==> config.mk <==
export PLATFORM = sky130hd
export DESIGN_NAME = mem_stage_ctrl
export DESIGN_NICKNAME = d
export VERILOG_FILES = /design/src/rtl/proc_pkg.sv /design/src/rtl/mw_latch.sv /design/src/rtl/register.sv /design/src/rtl/mem_stage_ctrl.sv
export SDC_FILE = /design/constraint.sdc
export NUM_CORES = 1
export LEC_CHECK = 0
export ABC_AREA = 1
export CAP_MARGIN = 20
export CORE_ASPECT_RATIO = 1.4
export CORE_MARGIN = 2
export CORE_UTILIZATION = 51
export CTS_BUF_LIST = sky130_fd_sc_hd__clkbuf_4 sky130_fd_sc_hd__clkbuf_8
export DETAILED_ROUTE_END_ITERATION = 12
export PLACE_DENSITY = 0.87
export SYNTH_ARGS = -nofsm -noshare
export SYNTH_HDL_FRONTEND = slang
export SYNTH_SLANG_ARGS = --single-unit
==> constraint.sdc <==
create_clock -name clock -period 4.05 [get_ports clock]
set_input_delay 0.6075 -clock clock [delete_from_list [all_inputs] [get_ports clock]]
set_output_delay 0.6075 -clock clock [all_outputs]
set_load 0.01 [all_outputs]
==> src/rtl/proc_pkg.sv <==
// Shared processor definitions: opcode constants, memory-stage FSM encoding,
// the M/W register bundle and the memory-timeout status code.
package proc_pkg;

  localparam logic [4:0]  OP_LW          = 5'b01000;
  localparam logic [4:0]  OP_SW          = 5'b00111;
  localparam logic [31:0] TIMEOUT_STATUS = 32'd6;

  typedef enum logic [1:0] {
    IDLE = 2'd0,
    WAIT = 2'd1,
    DONE = 2'd2
  } state_t;

  typedef struct packed {
    logic [31:0] ir;
    logic [31:0] o;
    logic [31:0] d;
    logic        is_rstatus;
    logic [31:0] rstatus;
  } mw_bundle_t;

  function automatic logic is_mem_op(input logic [4:0] opcode);
    return (opcode == OP_LW) || (opcode == OP_SW);
  endfunction

endpackage

==> src/rtl/mw_latch.sv <==
// M/W pipeline latch: the whole bundle loads every cycle.
module mw_latch
  import proc_pkg::*;
(
  input  logic       clock,
  input  logic       reset,
  input  mw_bundle_t d,
  output mw_bundle_t q
);

  register #(.W($bits(mw_bundle_t))) u_reg (
    .clock       (clock),
    .reset       (reset),
    .writeEnable (1'b1),
    .d           (d),
    .q           (q)
  );

endmodule

==> src/rtl/register.sv <==
// Generic clock-enabled register with synchronous active-high reset.
module register #(
  parameter int W = 32
) (
  input  logic         clock,
  input  logic         reset,
  input  logic         writeEnable,
  input  logic [W-1:0] d,
  output logic [W-1:0] q
);

  always_ff @(posedge clock) begin
    if (reset)
      q <= '0;
    else if (writeEnable)
      q <= d;
  end

endmodule

==> src/rtl/mem_stage_ctrl.sv <==
// Memory-stage controller: issues lw/sw to data memory, stalls upstream while waiting.
// Define MEM_TIMEOUT_EN to add a wait-for-ack timeout that retires with status 6.
module mem_stage_ctrl
  import proc_pkg::*;
#(
  parameter int ADDR_W         = 12,
  parameter int TIMEOUT_CYCLES = 64
) (
  input  logic              clock,
  input  logic              reset,
  input  logic [31:0]       ir_in,
  input  logic [31:0]       o_in,
  input  logic [31:0]       b_in,
  input  logic              isRStatus_in,
  input  logic [31:0]       rStatus_in,
  output logic              mem_req,
  output logic              mem_we,
  output logic [ADDR_W-1:0] mem_addr,
  output logic [31:0]       mem_wdata,
  input  logic              mem_ack,
  input  logic [31:0]       mem_rdata,
  output logic              stall_out,
  output logic [31:0]       ir_out,
  output logic [31:0]       o_out,
  output logic [31:0]       d_out,
  output logic              isRStatus_out,
  output logic [31:0]       rStatus_out
);

  state_t            state, state_next;
  logic [31:0]       cap_ir, cap_o, cap_rstatus;
  logic              cap_is_rstatus, cap_is_lw;
  logic [ADDR_W-1:0] addr_q;
  logic              we_q;
  logic [31:0]       wdata_q;
  logic              issue, stall, timeout_hit;
  mw_bundle_t        mw_d, mw_q;

  always_ff @(posedge clock) begin
    if (reset)
      state <= IDLE;
    else
      state <= state_next;
  end

  // Memory request fields and the instruction operands are frozen at issue time.
  always_ff @(posedge clock) begin
    if (reset) begin
      addr_q         <= '0;
      we_q           <= 1'b0;
      wdata_q        <= '0;
      cap_ir         <= '0;
      cap_o          <= '0;
      cap_is_rstatus <= 1'b0;
      cap_rstatus    <= '0;
      cap_is_lw      <= 1'b0;
    end else if (issue) begin
      addr_q         <= o_in[ADDR_W-1:0];
      we_q           <= (ir_in[31:27] == OP_SW);
      wdata_q        <= b_in;
      cap_ir         <= ir_in;
      cap_o          <= o_in;
      cap_is_rstatus <= isRStatus_in;
      cap_rstatus    <= rStatus_in;
      cap_is_lw      <= (ir_in[31:27] == OP_LW);
    end
  end

`ifdef MEM_TIMEOUT_EN
  localparam int CNT_W = $clog2(TIMEOUT_CYCLES + 1);
  logic [CNT_W-1:0] wait_cnt;

  always_ff @(posedge clock) begin
    if (reset || issue)
      wait_cnt <= '0;
    else if (state == WAIT)
      wait_cnt <= wait_cnt + CNT_W'(1);
  end

  assign timeout_hit = (state == WAIT) && (wait_cnt == CNT_W'(TIMEOUT_CYCLES - 1));
`else
  // No counter in this build; the parameter stays so both builds share one interface.
  assign timeout_hit = 1'b0 && (TIMEOUT_CYCLES > 0);
`endif

  // Anything that is not a retiring instruction reaches M/W as an all-zero bubble.
  always_comb begin
    state_next = state;
    mw_d       = '0;
    stall      = 1'b0;
    issue      = 1'b0;
    case (state)
      IDLE: begin
        if (is_mem_op(ir_in[31:27])) begin
          stall      = 1'b1;
          issue      = 1'b1;
          state_next = WAIT;
        end else begin
          mw_d.ir         = ir_in;
          mw_d.o          = o_in;
          mw_d.is_rstatus = isRStatus_in;
          mw_d.rstatus    = rStatus_in;
        end
      end
      WAIT: begin
        stall = 1'b1;
        if (mem_ack) begin
          state_next      = DONE;
          mw_d.ir         = cap_ir;
          mw_d.o          = cap_o;
          mw_d.d          = cap_is_lw ? mem_rdata : 32'd0;
          mw_d.is_rstatus = cap_is_rstatus;
          mw_d.rstatus    = cap_rstatus;
        end else if (timeout_hit) begin
          state_next      = DONE;
          mw_d.ir         = cap_ir;
          mw_d.o          = cap_o;
          mw_d.is_rstatus = 1'b1;
          mw_d.rstatus    = TIMEOUT_STATUS;
        end
      end
      DONE: state_next = IDLE;
      default: state_next = IDLE;
    endcase
  end

  mw_latch u_mw_latch (
    .clock (clock),
    .reset (reset),
    .d     (mw_d),
    .q     (mw_q)
  );

  assign mem_req       = (state == WAIT);
  assign mem_we        = we_q;
  assign mem_addr      = addr_q;
  assign mem_wdata     = wdata_q;
  assign stall_out     = stall && !reset;
  assign ir_out        = mw_q.ir;
  assign o_out         = mw_q.o;
  assign d_out         = mw_q.d;
  assign isRStatus_out = mw_q.is_rstatus;
  assign rStatus_out   = mw_q.rstatus;

endmodule

Word-level counts from Yosys, hierarchy flattened
Index checks and enable logic that the tools add are counted.
{ "word_totals": {"reg_bits": 274, "inputBits": 164, "out_inout_bits": 176, "elab_cells": 37} }
{ "classes": {"n_eq_ne": 5, "n_mux": 12, "bitwise_logic": 3, "n_reduce_logical": 6} }
{ "op_table": {"columns": ["cell", "n"], "rows": [
  ["2-to-1 mux 64 bit", 2],
  ["case mux 64 bit (2 select lines)", 1],
  ["2-to-1 mux 33 bit", 2],
  ["case mux 33 bit (2 select lines)", 1],
  ["equality test 5 x 3 -> 1 bit, second input constant", 1],
  ["equality test 5 x 4 -> 1 bit, second input constant", 1],
  ["2-to-1 mux 2 bit", 2],
  ["case mux 2 bit (2 select lines)", 1],
  ["OR reduction 4 bit", 1],
  ["NOT 1 bit", 3],
  ["equality test 2 x 1 -> 1 bit, second input constant", 1],
  ["logical NOT 2 bit", 1],
  ["2-to-1 mux 1 bit", 2],
  ["!= test 2 x 1 -> 1 bit, second input constant", 1],
  ["!= test 2 bit, second input constant", 1],
  ["case mux 1 bit (2 select lines)", 1],
  ["AND reduction 2 bit", 1],
  ["logical AND 1 bit", 1],
  ["logical NOT 1 bit", 1],
  ["logical OR 1 bit", 1]
]} }

Depth between registers and ports, before layout
{ "depth": {"ltp_word": 5, "mapped_depth": 9, "ltp_nobuf": 8} }

Cells and area by module
A second synthesis with hierarchy kept.
{ "unflattened": {"cells_unflattened": 2068, "area_unflattened_um2": 12856.1} }
{ "by_module_without_submodules": {"columns": ["mod", "n_inst", "cells_each", "area_per_inst_um2", "seq_area_each_um2"], "rows": [
  ["mem_stage_ctrl", 1, 1249, 7473.4, 2662.6],
  ["register", 1, 818, 5378.9, 2582.5],
  ["mw_latch", 1, 1, 3.8, 0.0]
]} }

Worst setup path after synthesis
OpenSTA, ideal clock, no wires.
{ "synth_path": {"path_type": "input-to-output", "start": "input port ir_in[31]", "end": "output port stall_out", "arrival_time_ps": 1413, "t_required_ps": 3442, "slack_ps": 2029, "cell_stages": 8, "n_path_buf": 1, "cell_sequence": "nor2_1 nand3_2 nand2_2 buf_4 nand2_1 nand2_1 nand2_1 inv_1"} }
{ "synth_between": {"elab_chain_len": 5, "word_cells_on_any_way": 6, "cone_classes": "eq/ne: 2; mux: 2; reduce/logical: 2"} }
{ "synth_rtl": {"columns": ["item", "line_no", "text"], "rows": [
  ["from (decl)", "mem_stage_ctrl.sv:11", "input logic [31:0] ir_in,"],
  ["equality test 5 x 4 -> 1 bit / equality test 5 x 3 -> 1 bit (equally long branches)", "proc_pkg.sv:24", "return (opcode == OP_LW) || (opcode == OP_SW);"],
  ["logical OR 1 bit *", "proc_pkg.sv:24", null],
  ["2-to-1 mux 1 bit *", "mem_stage_ctrl.sv:94", "if (is_mem_op(ir_in[31:27])) begin"],
  ["case mux 1 bit (2 select lines) *", "mem_stage_ctrl.sv:92", "case (state)"],
  ["logical AND 1 bit *", "mem_stage_ctrl.sv:138", "assign stall_out = stall && !reset;"],
  ["to (decl)", "mem_stage_ctrl.sv:22", "output logic stall_out,"]
]} }
Mark *: on every way between the ends. The rest lies on a longest branch, timed or not.

Worst setup path after layout
{ "layout_path": {"start": "input port ir_in[28]", "end": "output port stall_out"} }
The elaborated chain is that of the path after synthesis.

==> flow_summary.ini <==
[yosys]
yosysTopAreaCell = dfxtp_1
synthMuxAreaShare_pct = 0
synth_top_family_by_area = simple AND/OR/NAND/NOR gates
syn_area_mm2 = 0.01045
synth_compound_area_share_pct = 10.80
syn_area_per_cell_um2 = 7.372
synth_top_area_share_pct = 50.21
synthAdderAreaFrac_pct = 0
yosysUniqueCellTypes = 18
syn_nets = 1581
synthCells = 1417
synth_area_leaders = dfxtp_1 50%, a21oi_1 11%, nand2_1 8.3%
ys_seq_area_share_pct = 50.21
ys_warn_count = 0
synthXorXnorAreaFrac_pct = 0
synth-seq-cells = 262
yosys.area_share.simple_pct = 26.72

[layout]
synthToLayoutAreaGrowth_pct = 38.47
finalInstanceArea_mm2 = 0.01447
final_cell_mix = 338 x clkdlybuf4s50_1, 262 x dfxtp_1, 231 x nand2_1, 223 x a21oi_1, 169 x nor2_1
layout_commonest_cell = clkdlybuf4s50_1
layout-drive-gt1-share_pct = 5.294
layout.nets = 1835
fillerInstances = 1520

[worst_setup_path]
cp-end-kind = output pin
regToRegSetupSlack_ns = 1.32
r2r_cells = 5
crit_family = buffers and inverters
rr_startpoint = state[1]
cp-start-kind = input port
max_stage_delay_ns = 0.56
crit_fanout = 3
reg2reg_to = u_mw_latch.u_reg.q[121]
critPathKind = input port to output pin
path_common_cell = nand2_1
cp.arrival_ns = 2.53
path_cells = clkdlybuf4s50_1, nand2_1, nor2_1, nand2_4, nand2_8, nand2_1, nand2_1, nand2_1, inv_1, clkdlybuf4s50_1
critPathBufInv = 3
cp_slowest_cell = clkdlybuf4s50_1
required_ns = 3.44

[placed_design]
port_buffers = 339
postPlaceCellArea_mm2 = 0.01361
dpl.hpwl_um = 18000
place_congestion = 0.8154

[hold_path]
hold_end = u_mw_latch.u_reg.q[106]
min_path_cells = 2
min_path_type = input port to flip-flop
worstHoldStart = reset

[clock_network]
cts.clk_slew.worst_paths_ns = 0.06
clkLatencyLatePin_ns = 0.52
ctsHoldBuffers = 0
clock-root-buffer = clkbuf_8
cts_sinks = 262
tritoncts = done
post_cts_resized = 0
cts-htree-levels = 2
clock_path_buffers = 3
cts_setup_buffers = 0
cts_buffers = 40

[detailed_routing]
drt.antenna.violating_nets = 0
wire_per_inst_um = 15.31
post-route-drc-count = 0
drt-vias-per-instance = 5.315
vias = 10390
drt_wl_total_um = 29930
drt-pass1-iter-count = 7
drtIter0Drc = 745

[run_status]
status = finished, final reports clean

[timing]
finalHoldViolCount = 0
tightestPinTransition_ns = 1.162
whs_ns = 0.4475
finalClockSkew_ns = 0.008189
relSlewSlack_pct = 22.56
setup_viol = 0
fmax_ghz = 0.3187
fin_setup_tns_ns = 0
slew_violations = 0
finalCriticalPeriod_ns = 3.138
post-route-period-util_pct = 77.47
grt_setup_unrepaired = false

[power_and_ir_drop]
p_leak_nw = 6.252
power_density_mw_per_mm2 = 395.8
power.internal_mw = 4.353
p_switching_mw = 1.372
total_power_mw = 5.725
clock_power_share_pct = 39.5
ir_worst_vdd_v = 0.0002676
power_switching_share_pct = 23.97
power_frac_comb_pct = 12.7
seqPwrFrac_pct = 47.8

[die]
dieArea_mm2 = 0.02166
core_area_mm2 = 0.02000
fp-row-count = 61
die_h_um = 173.3
pin_count = 340
die_x_um = 125.0
start_util_pct = 52.24

[global_route]
grtUsageMet1_pct = 28.45
track_usage_pct = 26.39
grt_util_met3_pct = 6.080
antenna_found_initial = 3
grt_max_degree = 271
grtUsageMet2_pct = 47.11
grt_pass1_wl_um = 48040
overflow = 0
top_usage_layer = met2
grt_pass1_vias = 9840

[run]
cap_violations = 0
-- flip-flops by register name, indices dropped and copies added (netlist names) --
name,flops
cap_ir,32
cap_is_lw,1
cap_is_rstatus,1
cap_o,32
cap_rstatus,32
mem_wdata,32
mem_we,1
state,2
u_mw_latch.u_reg.q,129
-- cell type report --
| class | instances | area [µm²] | area share, % |
|---|---|---|---|
| repair buffers | 347 | 3476 | 24.03 |
| clock buffers | 66 | 820.8 | 5.674 |
| well taps | 252 | 315.3 | 2.180 |
| diodes | 3 | 7.507 | 0.05190 |
| clock inverters | 5 | 27.53 | 0.1903 |
| flip-flops and latches | 262 | 5245 | 36.26 |
| multi-input cells | 855 | 3951 | 27.32 |
| inverters | 165 | 621.8 | 4.299 |
-- metal layers --
| layer | vias up | routed length [µm] |
|---|---|---|
| met5 | - | 0 |
| met4 | 0 | 1690 |
| met3 | 104 | 2138 |
| met2 | 449 | 15060 |
| met1 | 4766 | 11040 |
| li1 | 5072 | - |
-- per-stage QoR --
stage,utilization (%),std cells,setup slack (ns)
finish,72.34,1955,0.9124
global route,72.34,1955,0.8334
CTS,72.30,1952,0.9183
detailed placement,68.06,1881,0.9634
global placement,68.06,1881,0.9842
floorplan,-,1417,2.029
-- worst max path at each step --
stage                 to  slack [ns]       from  cells after the start
2_1_floorplan  stall_out        2.03  ir_in[31]                      8
3_3_place_gp   stall_out        0.98  ir_in[28]                     10
3_5_place_dp   stall_out        0.96  ir_in[28]                     10
4_1_cts        stall_out        0.92  ir_in[28]                     10
5_1_grt        stall_out        0.83  ir_in[29]                     10
6_report       stall_out        0.91  ir_in[28]                     10
-- synth_stat cells --
cell type / count
a21oi_1: 223
dfxtp_1: 262
inv_1: 163
inv_2: 2
buf_4: 28
buf_1: 23
nand3_1: 126
nand4_1: 97
nor2_2: 3
o21ai_0: 1
clkbuf_1: 44
nor2_1: 169
nand2_2: 2
nor2_4: 1
buf_2: 40
nand2_1: 231
nand3_2: 1
a21boi_0: 1
-- power groups by stage --
stage | Combinational, mW | Clock (mW) | Sequential [mW]
floorplan | 0.305 | 0 | 2.82
global placement | 0.708 | 0 | 2.79
detailed placement | 0.725 | 0 | 2.79
CTS | 0.730 | 2.31 | 2.74
global route | 0.794 | 2.43 | 2.75
finish | 0.729 | 2.26 | 2.74
-- cell families (layout without fill, tap and decap cells) --
group | Yosys count | after routing
compound gates | 225 | 225
buf+inv | 300 | 583
flops | 262 | 262
other cells | 0 | 3
simple gates | 630 | 630
(Power assumes the default switching activity.)
